### config.mk
export PLATFORM = sky130hd
export DESIGN_NAME = instr_fetch_decoder
export DESIGN_NICKNAME = d
export VERILOG_FILES = /design/src/rtl/instr_fetch_decoder.sv
export SDC_FILE = /design/constraint.sdc
export NUM_CORES = 1
export LEC_CHECK = 0
export CAP_MARGIN = 10
export CORE_MARGIN = 3
export CORE_UTILIZATION = 46
export CTS_CLUSTER_SIZE = 8
export DETAILED_ROUTE_END_ITERATION = 16
export PLACE_DENSITY_LB_ADDON = 0.2
export SKIP_CTS_REPAIR_TIMING = 1
export SYNTH_ARGS = -nofsm -noshare
export SYNTH_HDL_FRONTEND = slang
export SYNTH_SLANG_ARGS = --single-unit
export TNS_END_PERCENT = 30
### constraint.sdc
create_clock -name clk -period 2.2 [get_ports clk]
set_input_delay 0.44 -clock clk [delete_from_list [all_inputs] [get_ports clk]]
set_output_delay 0.44 -clock clk [all_outputs]
set_load 0.1 [all_outputs]
### src/rtl/instr_fetch_decoder.sv
// Multi-cycle fetch/decode front end: imem req/ack read, IR latch, field split.
// Optional fetch watchdog enabled by defining FETCH_WATCHDOG_EN.
module instr_fetch_decoder #(
   parameter int TIMEOUT = 16,
   parameter int CNT_W   = 5
) (
   input  logic        clk,
   input  logic        rst_n,
   input  logic        fetch_start,
   input  logic [31:0] pc,
   output logic        imem_req,
   output logic [31:0] imem_addr,
   input  logic        imem_ack,
   input  logic [31:0] imem_rdata,
   output logic        dec_valid,
   input  logic        dec_ready,
   output logic [5:0]  opcode,
   output logic [3:0]  rd,
   output logic [3:0]  rs1,
   output logic [3:0]  rs2,
   output logic [31:0] ext_in,
   output logic        ext_op,
   output logic        busy,
   output logic        fetch_err
);

   localparam logic [1:0] IDLE   = 2'd0;
   localparam logic [1:0] REQ    = 2'd1;
   localparam logic [1:0] DECODE = 2'd2;
   localparam logic [1:0] VALID  = 2'd3;

   logic [1:0]  state;
   logic [1:0]  state_nxt;
   logic [31:0] ir;
   logic [31:0] imm;
   logic        imm_sx;
   logic        wd_abort;
   logic        take_pc;

`ifdef FETCH_WATCHDOG_EN
   logic [CNT_W-1:0] wd_cnt;

   // Ack in the same cycle as the limit wins over the abort.
   assign wd_abort = (state == REQ) && !imem_ack &&
                     (wd_cnt == CNT_W'(TIMEOUT - 1));

   always_ff @(posedge clk or negedge rst_n) begin
      if (!rst_n) begin
         wd_cnt    <= '0;
         fetch_err <= 1'b0;
      end else begin
         fetch_err <= wd_abort;
         if (state == REQ && !imem_ack && !wd_abort)
            wd_cnt <= wd_cnt + 1'b1;
         else
            wd_cnt <= '0;
      end
   end
`else
   assign wd_abort  = 1'b0;
   assign fetch_err = 1'b0;
`endif

   assign imem_req  = (state == REQ);
   assign dec_valid = (state == VALID);
   assign busy      = (state != IDLE);

   assign take_pc = fetch_start &&
                    ((state == IDLE) ||
                     (state == VALID && dec_ready));

   always_comb begin
      state_nxt = state;
      case (state)
         IDLE:    if (fetch_start) state_nxt = REQ;
         REQ: begin
            if (imem_ack)      state_nxt = DECODE;
            else if (wd_abort) state_nxt = IDLE;
         end
         DECODE:  state_nxt = VALID;
         VALID: begin
            if (dec_ready)
               state_nxt = fetch_start ? REQ : IDLE;
         end
         default: state_nxt = IDLE;
      endcase
   end

   always_comb begin
      imm    = '0;
      imm_sx = 1'b0;
      unique case (ir[31:30])
         2'b00: begin
            imm    = '0;
            imm_sx = 1'b0;
         end
         2'b01: begin
            imm    = {16'b0, ir[17:2]};
            imm_sx = 1'b0;
         end
         2'b10: begin
            imm    = {16'b0, ir[17:2]};
            imm_sx = 1'b1;
         end
         2'b11: begin
            imm    = {6'b0, ir[25:0]};
            imm_sx = 1'b1;
         end
      endcase
   end

   always_ff @(posedge clk or negedge rst_n) begin
      if (!rst_n) begin
         state     <= IDLE;
         imem_addr <= '0;
         ir        <= '0;
         opcode    <= '0;
         rd        <= '0;
         rs1       <= '0;
         rs2       <= '0;
         ext_in    <= '0;
         ext_op    <= 1'b0;
      end else begin
         state <= state_nxt;
         if (take_pc)
            imem_addr <= pc;
         if (state == REQ && imem_ack)
            ir <= imem_rdata;
         if (state == DECODE) begin
            opcode <= ir[31:26];
            rd     <= ir[25:22];
            rs1    <= ir[21:18];
            rs2    <= ir[17:14];
            ext_in <= imm;
            ext_op <= imm_sx;
         end
      end
   end

endmodule
* After elaboration in Yosys (flattened, before gate mapping)
Index checks and enable logic that the tools add are counted.
Cells by class: reduce and logical (&&, ||, !) cells 11, mux-type cells 7, equal/unequal tests 9
Operators by type and width (number):
- $pmux W32 S3 | 1
- $eq A2 B2 Y1 const B | 4
- $pmux W2 S4 | 1
- $mux W2 | 3
- $reduce_or A2 Y1 | 3
- $eq A2 B1 Y1 const B | 2
- $logic_not A2 Y1 | 2
- $ne A2 B1 Y1 const B | 2
- $logic_and A1 B1 Y1 | 3
- $reduce_and A3 Y1 | 1
- $ne A2 B2 Y1 const B | 1
- $pmux W1 S2 | 1
- $reduce_bool A2 Y1 | 1
- $logic_or A1 B1 Y1 | 1
- $mux W1 | 1
Storage, ports and cells: word-level logic and storage cells 36, output and inout bits 87, input port bits 69, register bits after elaboration 117

* Longest topological paths before layout
Gate-level depths: netlist of the first run.
depth in word-level cells 4, depth in mapped cells 6, gate-level depth less buffers 5

* Least setup slack after synthesis of the first run
OpenSTA, ideal clock, no wires.
path type register -> register, start register state[1], end register ir[10], period minus slack after synthesis 2.198 ns, path buffers 1, setup time 0.125 ns, arrival 2.073 ns, cell stages (with the launch flop) 6, data required time 2.075 ns, path slack 0.002 ns, path through dfrtp_1 > inv_1 > ha_1 > nand2_1 > buf_2 > mux2_2
Between the ends: cells in the longest elaborated chain, start to end 2
Ends and longest elaborated chain:
- from (decl) | RTL line 32 | logic [1:0] state;
- from (signal assigned) | RTL line 124 | state <= state_nxt;
- $eq A2 B1 Y1
- net imem_req | RTL line 11 | output logic imem_req,
- $logic_and A1 B1 Y1 | RTL line 127 | if (state == REQ && imem_ack)
- to (signal assigned) | RTL line 128 | ir <= imem_rdata;
- to (decl) | RTL line 34 | logic [31:0] ir;
The timed path passes the listed nets, and every way through them passes these cells. A chain may end at the register's enable or synchronous reset.

* Worst setup path in the final report of the first run
start register state[0], end output busy
Between the ends: cells in the longest elaborated chain, start to end 1
Ends and longest elaborated chain:
- $reduce_bool A2 Y1 | RTL line 66 | assign busy = (state != IDLE);
- to (decl) | RTL line 23 | output logic busy,
No other way between the ends.

==> results.md, run 1 <==
* Num Clock Sinks at 111
* Xor and xnor area share after synthesis at 0%
* Diodes inserted at 0
* Placed wire-length estimate at 6930 um
* Die Ht at around 110 um
* Avg Inst Size Synth at about 14 um2
* Top cell type's share of synthesized area at roughly three fifths
* Commonest non-fill, non-tap cell in the layout: dfrtp_1
* Io pins at 156
* Cell taking the most area after synthesis: dfrtp_1
* Starting density of the core at about half
* CP Class: flop to output pin
* Vias per Instance at 4.93
* TritonCTS Buffers at 9
* FF-to-FF Start: state[0]
* Avg WL per Cell at approximately 16 um
* Compound-Gate Fraction of Synth Area at 6.47%
* Total track usage at between 15 and 20%
* Iter 0 DRT Violations at 85
* DIE AREA at 0.0113 mm2
* Worst-case reg-to-reg path depth at 4
* Tightest Hold Check Type: primary input to asynchronous set/reset pin
* FF-to-FF setup slack at 0.38 ns
* Seq/Total Area, Yosys at 60.1%
* Fill cell count at 703
* CP Max Fanout at 4
* # port buffers at ~150
* Area of the multi-input gates at 0.00159 mm2
* Core Footprint at 0.00950 mm2
* Unrepaired setup endpoints after global routing: false
* Mux cell area share after synthesis at 22.7%
* Register area at between 0.002 and 0.003 mm2
* Setup violators final at 0
* Yosys cell types at 26
* Area growth syn-to-layout at 35.5%
* Period minus WS final at 1.89 ns
* H-tree levels at 3
* Final-stage net count at 549
* Pre-CTS WS at 0.299 ns
* Synth warnings at 0
* Gr ovfl total at 0
* Final wirelength at 9800 um
* Root Buffer: clkbuf_8
* Share of cells above drive strength 1 at 39.4%
* Max Buffers Root-to-Sink at 2
* Simple-gate share of the synthesized area at 2.44%
* Cells after Synth at 327
* Clock insertion delay at the later pin of the skew report at 0.36 ns
* DRC Markers at 0
* Area contributors post-synth: dfrtp_1 (60%), mux2_2 (13%), mux2_4 (9.7%)
* Global-route wire length before repair at 15800 um
* DRT Pass-1 Iters at 4
* Remaining antenna violation count after routing at 0
* CP Capture Type: output pin
* Slew headroom at 55.5%
* Vias in the first global route at about 3100
* CTS tree: built
* Most frequent cells in the layout: dfrtp_1 (111), buf_4 (78), clkdlybuf4s50_1 (67)
* Via count at 2990
* Fin. max-slew vios at 0
* Critical path arrival at 1.45 ns
* Outcome: completed
* Adder-cell area share of the yosys netlist at 2.17%
* TNS Setup at 0 ns
* Worst setup slack after layout at between 0.3 and 0.4 ns
* Width of the die at 106 um
* Synth Cell Area at 0.00462 mm2
* FP Rows at 35
* Worst clock skew at roughly 0.014 ns
* Worst path required time at 1.76 ns
* FF-to-FF End: ext_in[6]
* Initial antenna violation count at 0
* Final Cycle Share at 85.8%
* #FFs+latches synth at 111
* Crit path launch type: flop
* Largest net degree at the start of global routing at 112
* Gp weighted congestion at 0.739
* Worst-path clk slew at 0.11 ns
* Largest family of logic cells by synthesized area: multiplexers
* Max-Cap Viols at 0
* Fin. Hold Viols at 0
* Worst slew pin tran at 0.667 ns
* Max Freq at 530 MHz
-- metrics by stage --
stage | utilization (%) | instances | cell area, um2 | hold WS, ns
floorplan | - | 333 | 4640 | 0.144
global placement | 64.0 | 590 | 6080 | 0.481
detailed placement | 64.0 | 590 | 6080 | 0.490
CTS | 65.9 | 606 | 6260 | 0.156
global route | 65.9 | 606 | 6260 | 0.175
finish | 65.9 | 606 | 6260 | 0.148
-- flip-flops by register name, summed over array words and instances (netlist names) --
signal     count
state          2
opcode         6
imem_addr     32
ir            32
rs1            4
rs2            4
rd             4
ext_in        26
ext_op         1
-- synthesized netlist by cell type --
| library cell | count |
|---|---|
| dfrtp_1 | 111 |
| mux2_4 | 30 |
| mux2_2 | 53 |
| a211oi_1 | 1 |
| nand2b_1 | 1 |
| a22oi_1 | 16 |
| a21oi_1 | 1 |
| nor2_1 | 3 |
| a2bb2oi_1 | 1 |
| inv_1 | 31 |
| buf_4 | 8 |
| nor3_2 | 1 |
| buf_1 | 1 |
| ha_1 | 8 |
| a21o_1 | 1 |
| nor2b_1 | 3 |
| nand2_2 | 1 |
| nor4_1 | 1 |
| clkbuf_1 | 2 |
| o22ai_1 | 16 |
| nand3_1 | 10 |
| buf_6 | 3 |
| buf_2 | 12 |
| conb_1 | 1 |
| nand2_1 | 1 |
| o21ai_0 | 10 |
-- logic make-up (layout without fill, tap and decap cells) --
logic type      count (synthesis)  count (layout)
simple gates                   21              21
buf+inv                        57             201
fa+ha+maj                       8               8
compound gates                 46              46
mux                            83              83
other cells                     1               7
flops                         111             111
-- cell type report --
| class | instances | area share, % |
|---|---|---|
| Inverter | 31 | 1.86 |
| Multi-Input combinational cell | 165 | 25.4 |
| Sequential cell | 111 | 44.4 |
| Clock buffer | 11 | 2.26 |
| Tap cell | 129 | 2.58 |
| Clock inverter | 5 | 0.639 |
| Timing Repair Buffer | 154 | 22.9 |
-- critical path, cell delays in order, from the launching register on --
cell and delay [ns]:
dfrtp_1 0.42, inv_1 0.12, ha_1 0.26, inv_1 0.11, buf_12 0.18
-- worst max path at each step --
stage / start / endpoint / slack [ns]
6_report: state[0] / busy / 0.31
4_1_cts: state[0] / busy / 0.29
2_1_floorplan: state[1] / ir[10] / 0.002
5_1_grt: state[0] / busy / 0.22
3_3_place_gp: dec_ready / imem_addr[4] / 0.34
3_5_place_dp: dec_ready / imem_addr[5] / 0.30
-- routing by layer --
metal | track usage (%) | vias up | part of all wire [%] | wire length [um]
met5 | 0 | - | 0 | 0
li1 | - | 1407 | - | -
met4 | 4.07 | 0 | 0.87 | 85
met2 | 29.6 | 91 | 52 | 5070
met3 | 6.25 | 9 | 6.1 | 595
met1 | 22.4 | 1483 | 41 | 4060
Power of run 1 is left out: the tool's default activity adds up to more than one toggle a clock period on the data nets, which glitch-free logic cannot reach.
==> run 2: changes to the inputs <==
- CORE_ASPECT_RATIO: not set -> 1.4
==> results.md, run 2 (same netlist as run 1, synthesis figures left out) <==
* Worst-path clk slew at 0.07 ns (-0.04 ns)
* FF-to-FF Start: ir[31]
* Vias per Instance at 4.97 (+0.67%)
* Starting density of the core at 48.1% (-0.58 points)
* Outcome: completed
* # port buffers at 148 (unchanged)
* Final wirelength at 9590 um (-2.1%)
* Register area at 0.00278 mm2 (unchanged)
* Critical path arrival at 1.40 ns (-0.05 ns)
* CP Class: flop to output pin
* Final-stage net count at 550 (+0.18%)
* Top cell by count, worst path: inv_1
* Crit path from: state[0]
* FP Rows at 42 (+20%)
* Max stage delay cell, worst path: dfrtp_1
* Max-Cap Viols at 0 (unchanged)
* CTS tree: built
* Ordered cell list for the critical path: inv_1 -> ha_1 -> inv_1 -> buf_12
* Max Buffers Root-to-Sink at 2 (unchanged)
* Final Cycle Share at 83.5% (-2.3 points)
* Period minus WS final at 1.84 ns (-0.0510 ns)
* Fin. Hold Viols at 0 (unchanged)
* H-tree levels at 3 (unchanged)
* CP Capture Type: output pin
* Slew headroom at 31.1% (-24 points)
* Setup violators final at 0 (unchanged)
* Io pins at 156 (unchanged)
* Slowest stage delay, CP at 0.41 ns (about the same)
* Top Registers: imem_addr (32), ir (32), ext_in (26)
* Max Freq at 544 MHz (+2.8%)
* Placed wire-length estimate at 6780 um (-2.2%)
* Die Ht at 125 um (+17%)
* Via count at 3030 (+1.3%)
* Area growth syn-to-layout at 37.2%
* Width of the die at 90.7 um (-15%)
* Clock insertion delay at the later pin of the skew report at 0.34 ns (-0.02 ns)
* Core Footprint at 0.00962 mm2 (+1.2%)
* Unrepaired setup endpoints after global routing: false
* Tightest Hold Check Type: primary input to asynchronous set/reset pin
* Worst path required time at 1.76 ns (about the same)
* Area of the multi-input gates at 0.00159 mm2 (unchanged)
* TNS Setup at 0 ns (unchanged)
* Worst clock skew at 0.00537 ns (-0.00840 ns)
* DIE AREA at 0.0113 mm2 (+0.14%)
* Gp weighted congestion at 0.749 (+1.4%)
* Avg WL per Cell at 15.7 um (-2.8%)
* Fin. max-slew vios at 0 (unchanged)
* Share of cells above drive strength 1 at 39.7% (+0.34 points)
* Remaining antenna violation count after routing at 0 (unchanged)
* Largest net degree at the start of global routing at 50 (-55%)
* Most frequent cells in the layout: dfrtp_1 (111), buf_4 (81), clkdlybuf4s50_1 (67)
* Root Buffer: clkbuf_16
* Vias in the first global route at 3155 (+1.2%)
* Fill cell count at 757 (+7.7%)
* DRT Pass-1 Iters at 4 (unchanged)
* Gr ovfl total at 0 (unchanged)
* TritonCTS Buffers at 9 (unchanged)
* Num Clock Sinks at 111 (unchanged)
* Worst slew pin tran at 1.03 ns (+0.367 ns)
* Global-route wire length before repair at 15700 um (-0.56%)
* Iter 0 DRT Violations at 118 (+39%)
* Total track usage at 17.4% (-0.40 points)
* Crit path launch type: flop
* CP Max Fanout at 4 (unchanged)
* Commonest non-fill, non-tap cell in the layout: dfrtp_1
* Initial antenna violation count at 0 (unchanged)
* DRC Markers at 0 (unchanged)
* Diodes inserted at 0 (unchanged)
## run 2: changes by cell type in the layout (fill, tap and decap cells not counted)
| cell | change |
|---|---|
| clkbuf_1 | -1 |
| clkinv_2 | +1 |
| clkbuf_16 | +9 |
| clkbuf_8 | -10 |
| buf_4 | +3 |
| buf_12 | -2 |
| clkinvlp_4 | +3 |
| inv_6 | -2 |
## run 2: worst max-delay path: cells and delay by family, from the launching register on
kind | cells | cell delay (ns)
buf+inv | 3 | 0.40
flops | 1 | 0.41
fa+ha+maj | 1 | 0.25
## run 2: per-stage QoR
step                      std cells  hold slack [ns]  setup WS (ns)  util (%)  area [um2]
after floorplan                 333            0.144        0.00222         -        4640
after global placement          594            0.483          0.341      63.1        6070
after detailed placement        594            0.492          0.285      63.1        6070
after CTS                       610            0.135          0.357      65.9        6340
after global routing            610            0.163          0.217      65.9        6340
final                           610            0.119          0.363      65.9        6340
## run 2: layout make-up
cell class,count,area share [%]
Multi-Input combinational cell,165,25.0
Timing Repair Buffer,155,22.4
Inverter,31,1.84
Sequential cell,111,43.8
Clock buffer,9,3.55
Tap cell,132,2.60
Clock inverter,7,0.789
## run 2: routing by layer
metal	part of all wire (%)	GRT usage, %	vias up
li1	-	-	1409
met1	41	22.5	1495
met2	50	27.8	115
met3	6.9	4.05	11
met4	1.7	7.57	0
met5	0	0	-
## run 2: worst paths after layout
path | end | slack [ns] | depth (start not counted)
worst max-delay path | busy | 0.36 | 4
worst min-delay path | ext_in[19] | 0.12 | 1
worst max register to register | ext_in[15] | 0.42 | 3
worst min register to register | ir[28] | 0.51 | 1
max in group asynchronous | opcode[5] | 1.42 | 2
min in group clk | ir[28] | 0.51 | 1
Power of run 2 is left out for the same reason.
==> run 3: changes to the inputs <==
- clock period: 2.2 -> 1.8 ns (I/O delays scaled with it)
==> results.md, run 3 (same netlist as run 1, synthesis figures left out) <==
* Outcome: completed
* Final wirelength at 10400 um (+8.4%)
* CTS tree: built
* Fin. Hold Viols at 0 (unchanged)
* Vias per Instance at 4.94 (-0.52%)
* CP Class: flop to output pin
* Largest net degree at the start of global routing at 50 (unchanged)
* Starting density of the core at 48.1% (unchanged)
* Global-route wire length before repair at 17400 um (+11%)
* Max Freq at 582 MHz
* FF-to-FF setup slack at 0.13 ns (-0.29 ns)
* Remaining antenna violation count after routing at 0 (unchanged)
* Final core utilization at 77.2% (+11 points)
* Initial antenna violation count at 0 (unchanged)
* Worst path required time at 1.44 ns (-0.32 ns)
* Period minus WS final at roughly 1.7 ns
* Width of the die at 90.7 um (unchanged)
* Die Ht at 125 um (unchanged)
* Placed cell area at 0.00710 mm2 (+17%)
* Root Buffer: clkbuf_16
* Worst clock skew at 0.00641 ns (+0.00104 ns)
* CP Max Fanout at 4 (unchanged)
* Vias in the first global route at 3336 (+5.7%)
* Tightest Hold Check Type: primary input to asynchronous set/reset pin
* Avg WL per Cell at 16.9 um (+7.7%)
* CP Capture Type: output pin
* Max-Cap Viols at 0 (unchanged)
* H-tree levels at 3 (unchanged)
* Share of cells above drive strength 1 at 41.1% (+1.3 points)
* DIE AREA at 0.0113 mm2 (unchanged)
* Io pins at 156 (unchanged)
* DRT Pass-1 Iters at 4 (unchanged)
* Crit path launch type: flop
* Layout Cells excl Fill at 614 (+0.66%)
* TritonCTS Buffers at 9 (unchanged)
* Area of the multi-input gates at 0.00160 mm2 (+0.95%)
* Gp weighted congestion at 0.751 (+0.29%)
* DRC Markers at 0 (unchanged)
* Register area at 0.00278 mm2 (about the same)
* TNS Setup at 0 ns (unchanged)
* Slew headroom at 62.5% (+31 points)
* Top Registers: imem_addr (32), ir (32), ext_in (26)
* Gr ovfl total at 0 (unchanged)
* Clock insertion delay at the later pin of the skew report at 0.34 ns (about the same)
* Area growth syn-to-layout at 60.7%
* Core Footprint at 0.00962 mm2 (unchanged)
* Via count at 3034 (+0.13%)
* Fin. max-slew vios at 0 (unchanged)
* Dpl cells at 597 (+0.51%)
* Placed wire-length estimate at 7740 um (+14%)
* FP Rows at 42 (unchanged)
* Final-stage net count at 554 (+0.73%)
* Total track usage at 19.4% (+2.0 points)
* Design area at 0.00743 mm2 (+17%)
* Commonest non-fill, non-tap cell in the layout: dfrtp_1
* Setup violators final at 0 (unchanged)
* Iter 0 DRT Violations at 110 (-6.8%)
* Worst-path clk slew at 0.07 ns (about the same)
* Fill cell count at 578 (-24%)
* Worst slew pin tran at 0.563 ns (-0.471 ns)
* # port buffers at 148 (unchanged)
* Num Clock Sinks at 111 (unchanged)
* Max Buffers Root-to-Sink at 2 (unchanged)
* Most frequent cells in the layout: dfrtp_1 (109), buf_12 (87), clkdlybuf4s50_1 (67)
* Unrepaired setup endpoints after global routing: false
* Final Cycle Share at 95.4%
* Critical path arrival at 1.36 ns (-0.04 ns)
* Diodes inserted at 0 (unchanged)
-- run 3: worst paths after layout --
| kind | from | to | cells after the start |
|---|---|---|---|
| min in group clk | ir[29] | opcode[3] | 1 |
| max in group asynchronous | rst_n | state[1] | 3 |
| max reg2reg | state[0] | imem_addr[23] | 6 |
| min reg2reg | ir[29] | opcode[3] | 1 |
| max | state[0] | busy | 4 |
| min | rst_n | imem_addr[16] | 2 |
-- run 3: routing by layer --
metal | global-route usage [%] | wire length (um) | up-vias
met3 | 6.83 | 738 | 16
li1 | - | - | 1413
met5 | 0 | 0 | -
met4 | 6.31 | 186 | 0
met2 | 32.5 | 5480 | 95
met1 | 23.3 | 3990 | 1510
-- run 3: cell type report --
cell class                 instances  area share (%)
sequential                       111            37.4
timing repair buffer             159            33.0
multi-input combinational        165            21.6
clock buffer                      11            3.40
tap                              132            2.22
inverter                          31            1.57
clock inverter                     5           0.758
-- run 3: critical path, cell delays in order (launching register included) --
cell and delay, ns:
dfrtp_2 0.41, inv_1 0.08, ha_1 0.24, inv_1 0.11
buf_12 0.18
-- run 3: per-stage QoR --
step,hold slack [ns],setup WS (ns)
floorplan,0.0644,-0.0327
global placement,0.320,0.0674
detailed placement,0.322,0.00770
CTS,-0.0414,0.00249
global route,0.508,0.0187
finish,0.487,0.0828
Power of run 3 is left out for the same reason.
